--- config.mk ---
export PLATFORM = sky130hd
export DESIGN_NAME = i2s_rx_flat
export DESIGN_NICKNAME = d
export VERILOG_FILES = /design/src/rtl/i2s_rx_if.sv /design/src/rtl/i2s_rx.sv /design/src/flat_wrapper.sv
export SDC_FILE = /design/constraint.sdc
export NUM_CORES = 1
export LEC_CHECK = 0
export ABC_CLOCK_PERIOD_IN_PS = 4300
export CORE_UTILIZATION = 50
export CTS_CLUSTER_DIAMETER = 100
export DETAILED_ROUTE_END_ITERATION = 10
export PLACE_DENSITY = 0.84
export SYNTH_ARGS = -nofsm -noshare
export SYNTH_HDL_FRONTEND = slang
export SYNTH_SLANG_ARGS = --single-unit
--- constraint.sdc ---
create_clock -name clk_i2s -period 4.3 [get_ports clk_i2s]
set_clock_uncertainty 0.15 [all_clocks]
set_input_delay 0.86 -clock clk_i2s [delete_from_list [all_inputs] [get_ports clk_i2s]]
set_output_delay 0.86 -clock clk_i2s [all_outputs]
set_load 0.02 [all_outputs]
--- src/rtl/i2s_rx_if.sv ---
// Pin-side bundle of the I2S capture block: ADC serial data in, generated clocks
// and the deserialized stereo sample pair out.
interface i2s_rx_if #(
  parameter int DATA_W = 24
);
  logic              rx_sd;
  logic              rx_mclk;
  logic              rx_sclk;
  logic              rx_lrclk;
  logic [DATA_W-1:0] rx_left;
  logic [DATA_W-1:0] rx_right;
  logic              rx_valid;

  modport master (
    input  rx_sd,
    output rx_mclk, rx_sclk, rx_lrclk, rx_left, rx_right, rx_valid
  );

  modport slave (
    output rx_sd,
    input  rx_mclk, rx_sclk, rx_lrclk, rx_left, rx_right, rx_valid
  );
endinterface

--- src/rtl/i2s_rx.sv ---
// I2S master-mode receiver: derives sclk/lrclk from clk_i2s, deserializes the
// ADC stream and presents each completed left/right pair with a one-cycle strobe.
module i2s_rx #(
  parameter int SCLK_DVSR = 4,
  parameter int SLOT_W    = 32,
  parameter int DATA_W    = 24
)(
  input  logic     clk_i2s,
  input  logic     reset,
  i2s_rx_if.master bus
);
  localparam int CW = (SCLK_DVSR > 2) ? $clog2(SCLK_DVSR) : 1;
  localparam int FW = $clog2(2*SLOT_W);

  localparam logic [CW-1:0] CNT_MAX = CW'(SCLK_DVSR-1);
  localparam logic [CW-1:0] CNT_SMP = CW'(SCLK_DVSR/2);
  localparam logic [FW-1:0] F_LEND  = FW'(SLOT_W-1);
  localparam logic [FW-1:0] F_REND  = FW'(2*SLOT_W-1);
  localparam logic [FW-1:0] F_SLOT  = FW'(SLOT_W);
  localparam logic [FW-1:0] B_LAST  = FW'(DATA_W);

  logic [CW-1:0]     r_cnt;
  logic [FW-1:0]     r_fcnt;
  logic [DATA_W-1:0] r_shift;
  logic [DATA_W-1:0] r_hold;
  logic [DATA_W-1:0] r_left;
  logic [DATA_W-1:0] r_right;
  logic              r_valid;

  logic          w_tick;
  logic          w_smp;
  logic          w_lr;
  logic [FW-1:0] w_bidx;
  logic          w_bit_en;
  logic          w_lend;
  logic          w_rend;

  assign w_tick   = (r_cnt == CNT_MAX);
  assign w_smp    = (r_cnt == CNT_SMP);
  assign w_lr     = (r_fcnt >= F_SLOT);
  assign w_bidx   = w_lr ? (r_fcnt - F_SLOT) : r_fcnt;
  // b=0 is the I2S one-bit delay; bits past DATA_W are padding
  assign w_bit_en = (w_bidx != '0) && (w_bidx <= B_LAST);
  assign w_lend   = w_tick && (r_fcnt == F_LEND);
  assign w_rend   = w_tick && (r_fcnt == F_REND);

  always_ff @(posedge clk_i2s) begin
    if (reset)       r_cnt <= '0;
    else if (w_tick) r_cnt <= '0;
    else             r_cnt <= r_cnt + 1'b1;
  end

  // fcnt steps on the last clk of each sclk period, so lrclk flips with sclk's fall
  always_ff @(posedge clk_i2s) begin
    if (reset)       r_fcnt <= '0;
    else if (w_tick) r_fcnt <= (r_fcnt == F_REND) ? '0 : r_fcnt + 1'b1;
  end

  // rx_sd is launched by the ADC on sclk fall; sampling just after the rise gives
  // half a bit period of margin, and no synchronizer is needed since we own sclk
  always_ff @(posedge clk_i2s) begin
    if (reset) begin
      r_shift <= '0;
    end else if (w_smp) begin
      if (w_bidx == '0)  r_shift <= '0;
      else if (w_bit_en) r_shift <= {r_shift[DATA_W-2:0], bus.rx_sd};
    end
  end

  always_ff @(posedge clk_i2s) begin
    if (reset)       r_hold <= '0;
    else if (w_lend) r_hold <= r_shift;
  end

  // Left and right land together so the consumer never sees a torn pair
  always_ff @(posedge clk_i2s) begin
    if (reset) begin
      r_left  <= '0;
      r_right <= '0;
      r_valid <= 1'b0;
    end else begin
      r_valid <= w_rend;
      if (w_rend) begin
        r_left  <= r_hold;
        r_right <= r_shift;
      end
    end
  end

  assign bus.rx_mclk  = clk_i2s;
  assign bus.rx_sclk  = (r_cnt >= CNT_SMP);
  assign bus.rx_lrclk = w_lr;
  assign bus.rx_left  = r_left;
  assign bus.rx_right = r_right;
  assign bus.rx_valid = r_valid;
endmodule
--- src/flat_wrapper.sv ---
// flat-port wrapper written by rule: the top's interface ports become plain ports
module i2s_rx_flat 
#(
  parameter int SCLK_DVSR = 4,
  parameter int SLOT_W    = 32,
  parameter int DATA_W    = 24
)
  (clk_i2s, reset, bus_rx_sd, bus_rx_mclk, bus_rx_sclk, bus_rx_lrclk, bus_rx_left, bus_rx_right, bus_rx_valid);
  i2s_rx_if #(.DATA_W(DATA_W)) bus_i ();
  input  logic clk_i2s;
  input  logic reset;
  input wire logic [$bits(bus_i.rx_sd)-1:0] bus_rx_sd;
  output wire logic [$bits(bus_i.rx_mclk)-1:0] bus_rx_mclk;
  output wire logic [$bits(bus_i.rx_sclk)-1:0] bus_rx_sclk;
  output wire logic [$bits(bus_i.rx_lrclk)-1:0] bus_rx_lrclk;
  output wire logic [$bits(bus_i.rx_left)-1:0] bus_rx_left;
  output wire logic [$bits(bus_i.rx_right)-1:0] bus_rx_right;
  output wire logic [$bits(bus_i.rx_valid)-1:0] bus_rx_valid;
  assign bus_i.rx_sd = bus_rx_sd;
  assign bus_rx_mclk = bus_i.rx_mclk;
  assign bus_rx_sclk = bus_i.rx_sclk;
  assign bus_rx_lrclk = bus_i.rx_lrclk;
  assign bus_rx_left = bus_i.rx_left;
  assign bus_rx_right = bus_i.rx_right;
  assign bus_rx_valid = bus_i.rx_valid;
  i2s_rx #(.SCLK_DVSR(SCLK_DVSR), .SLOT_W(SLOT_W), .DATA_W(DATA_W)) u_core (.clk_i2s(clk_i2s), .reset(reset), .bus(bus_i));
endmodule
# [Word-level counts from Yosys, hierarchy flattened]
# Index checks and enable logic that the tools add are counted.
[op_classes] eq_ne=4 addsub=3 n_reduce_logical=8 muxes=4 magnitude_cmp=3
[op_table] cell="$mux W24" count=2
[op_table] cell="$mux W6" count=2
[op_table] cell="$add A6 B1 Y6 const B" count=1
[op_table] cell="$eq A6 B5 Y1 const B" count=1
[op_table] cell="$eq A6 B6 Y1 const B" count=1
[op_table] cell="$ge A6 B6 Y1 const B" count=1
[op_table] cell="$le A6 B5 Y1 const B" count=1
[op_table] cell="$logic_not A6 Y1" count=1
[op_table] cell="$reduce_bool A6 Y1" count=1
[op_table] cell="$sub A6 B6 Y6 const B" count=1
[op_table] cell="$eq A2 B2 Y1 const B" count=2
[op_table] cell="$logic_and A1 B1 Y1" count=3
[op_table] cell="$add A2 B1 Y2 const B" count=1
[op_table] cell="$ge A2 B2 Y1 const B" count=1
[op_table] cell="$reduce_and A2 Y1" count=1
[op_table] cell="$reduce_bool A2 Y1" count=1
[op_table] cell="$reduce_or A2 Y1" count=1
[word_totals] in_bits=3 output_inout_bits=52 word_cells=29 regBits=105

# [Depth between registers and ports, before layout]
[logic_depth] ltp_word=6 depth_mapped=7 depth_no_buf=5

==> impl_metrics.tcl <==
set metrics [dict create \
    netlist_top_cells_area "dfxtp_1 (48%), mux2i_1 (22%), nand2b_1 (14%)" \
    cts_setup_buffers 0 \
    yosysUniqueCellTypes 31 \
    clock_latency_ns 0.47 \
    rsz0062_at_grt "false" \
    drcViolationCount 0 \
    clk_pin_slew_worst_paths_ns 0.09 \
    gp_congestion 0.792 \
    leakage_nw 1.92 \
    hold_path_class "flop to flop" \
    p_per_area_nw_per_um2 349 \
    worstMarginPinSlew_ns 1.18 \
    viasPerCell 5.02 \
    syn_nets 395 \
    maxSlewViolCount 0 \
    first_global_vias 2631 \
    outcome "finished, final reports clean" \
    report.power.total_w 0.00176 \
    ys_seq_elements 105 \
    syn_inst 388 \
    dp_hpwl_microns 4850 \
    portBuffers 54 \
    row_count 33 \
    nets 438 \
    worst_path_max_delay_cell "clkdlybuf4s50_1" \
    synth_area_leader_cell "dfxtp_1" \
    setup-violations-final 0 \
    wl_microns 7500 \
    postSynthAreaPerCell_sq_um 11.3 \
    core-area_sq_um 8340 \
    worstPathRequired_ns 3.29 \
    drive_above_1_share_pct 7.34 \
    maxCapViolCount 0 \
    cts_hold_buf 0 \
    critPathMaxFanout 2 \
    worstPathArrival_ns 2.90 \
    syn_area_sq_um 4370 \
    start_kind "clock port" \
    cp_common_cell "clkbuf_8" \
    cts_tree "yes" \
    ctsResizeCount 0 \
    ys_seq_area_share_pct 48.1 \
    drtPass1Iterations 4 \
    grt_pass1_wl_microns 12200 \
    drt-initial-drc-count 92 \
    die_x_microns 95.5 \
    endpoint_kind "output pin" \
    boundaryPins 55 \
    diodes 0 \
    yosys_warnings 0 \
    grt_overflow 0 \
    track_usage_pct 17.6 \
    start_util_pct 52.4 \
    cp_cell_sequence "clkbuf_8 -> clkbuf_8 -> clkdlybuf4s50_1" \
    die_h_microns 95.5 \
    max_stage_delay_ns 0.52 \
    ant_nets 0 \
    peakVddDrop_mv 0.273 \
    hold_violations 0 \
    cp_num_buf_inv 3 \
    area_delta_synth_final_pct 15.8 \
    wl_per_cell_microns 13.9 \
    num_vias 2717 \
    die_area_sq_um 9120 \
    critPathTopFamily "buffers and inverters" \
    slew-limit-headroom_pct 21.5 \
    netlist.area_leader.share_pct 48.1 \
    antenna_found_initial 0 \
    grt_max_degree 96 \
    worstSetupPathType "clock port to output pin" \
    finalSetupTns_ns 0 \
]
## registers in the layout, indices dropped and copies added, names as in the netlist
| signal | cells |
|---|---|
| u_core.bus.rx_left | 24 |
| u_core.bus.rx_right | 24 |
| u_core.bus.rx_valid | 1 |
| u_core.r_cnt | 2 |
| u_core.r_fcnt | 6 |
| u_core.r_hold | 24 |
| u_core.r_shift | 24 |
## cell families (layout without fill, tap and decap cells)
| family | count (synthesis) | after routing | share of synthesized area (%) |
|---|---|---|---|
| AO/OA/AOI/OAI | 7 | 7 | 1.23 |
| XOR/XNOR | 3 | 3 | 0.601 |
| adder cells (fa/ha/maj) | 4 | 4 | 1.15 |
| buffers and inverters | 32 | 80 | 5.93 |
| flip-flops | 105 | 105 | 48.1 |
| multiplexers | 96 | 96 | 22.0 |
| AND/OR/NAND/NOR | 141 | 141 | 21.0 |
## power breakdown
part / internal (W) / total [W] / switching [W]
clock network: 0.000349 / 0.000708 / 0.000359
registers: 0.000975 / 0.000978 / 0.00000285
logic: 0.0000397 / 0.0000787 / 0.0000390
## Yosys cell counts
library cell    n
clkbuf_1       14
clkbuf_8        1
and2b_2         1
buf_6           8
buf_12          4
or3_1           1
inv_1           4
o21ai_0         1
buf_4           1
nand2b_1      100
mux2i_1        96
nor3_2          1
nand4_1         2
ha_1            4
or2_2           1
xor2_1          3
nand3_4         1
nand2_1         5
or4b_4          1
a21oi_1         2
dfxtp_1       105
and4_1          1
a211o_2         1
o21a_1          1
nor3_1          2
a211oi_2        1
and3_4          1
a21o_2          1
nand3b_1        2
or2b_1         19
nor2_1          3
## metal layers
layer  global-route usage, %  wire (microns)  vias up
met3                    3.19             227       10
met2                    27.5            3590       43
met5                       0               0        -
met4                    9.58             113        0
met1                    22.9            3570     1294
li1                        -               -     1370
## layout by cell type (no fill, tap or decap)
cell type,netlist,layout
a211o_2,1,1
a211oi_2,1,1
a21o_2,1,1
a21oi_1,2,2
and2b_2,1,1
and3_4,1,1
and4_1,1,1
buf_2,0,1
buf_4,1,3
bufinv_16,0,1
clkbuf_8,1,12
clkdlybuf4s50_1,0,53
clkinv_4,0,3
clkinvlp_4,0,2
dfxtp_1,105,105
ha_1,4,4
inv_1,4,4
inv_6,0,1
mux2i_1,96,96
nand2_1,5,5
nand2b_1,100,100
nand3_4,1,1
nand3b_1,2,2
nand4_1,2,2
nor2_1,3,3
nor3_1,2,2
nor3_2,1,1
o21a_1,1,1
o21ai_0,1,1
or2_2,1,1
or2b_1,19,19
or3_1,1,1
or4b_4,1,1
xor2_1,3,3
## path summary, 6_finish.rpt
kind	startpoint	cells after the start	endpoint	slack, ns
worst min-delay path	u_core.r_cnt[0]	1	u_core.r_cnt[0]	0.31
worst max-delay path	clk_i2s	3	bus_rx_mclk	0.39
worst min register to register	u_core.r_cnt[0]	1	u_core.r_cnt[0]	0.31
worst max register to register	u_core.r_fcnt[0]	5	u_core.r_hold[2]	1.57
## final cells by class
cell class / count / area [sq um]
fill: 690 / 3280
sequential: 105 / 2100
multi-input combinational: 251 / 2010
timing repair buffer: 56 / 548
clock buffer: 13 / 175
tap: 105 / 131
clock inverter: 7 / 80.1
inverter: 4 / 15.0
## stage by stage
stage          utilization [%]  hold slack (ns)  cells  setup WS (ns)  instance area [sq um]
2_1_floorplan                -            0.277    388           1.01                   4370
3_3_place_gp              57.7            0.284    522          0.632                   4820
3_5_place_dp              57.7            0.303    522          0.632                   4820
4_1_cts                   60.7            0.316    541          0.382                   5060
5_1_grt                   60.7            0.343    541          0.379                   5060
6_report                  60.7            0.315    541          0.392                   5060
(Power assumes the default switching activity.)
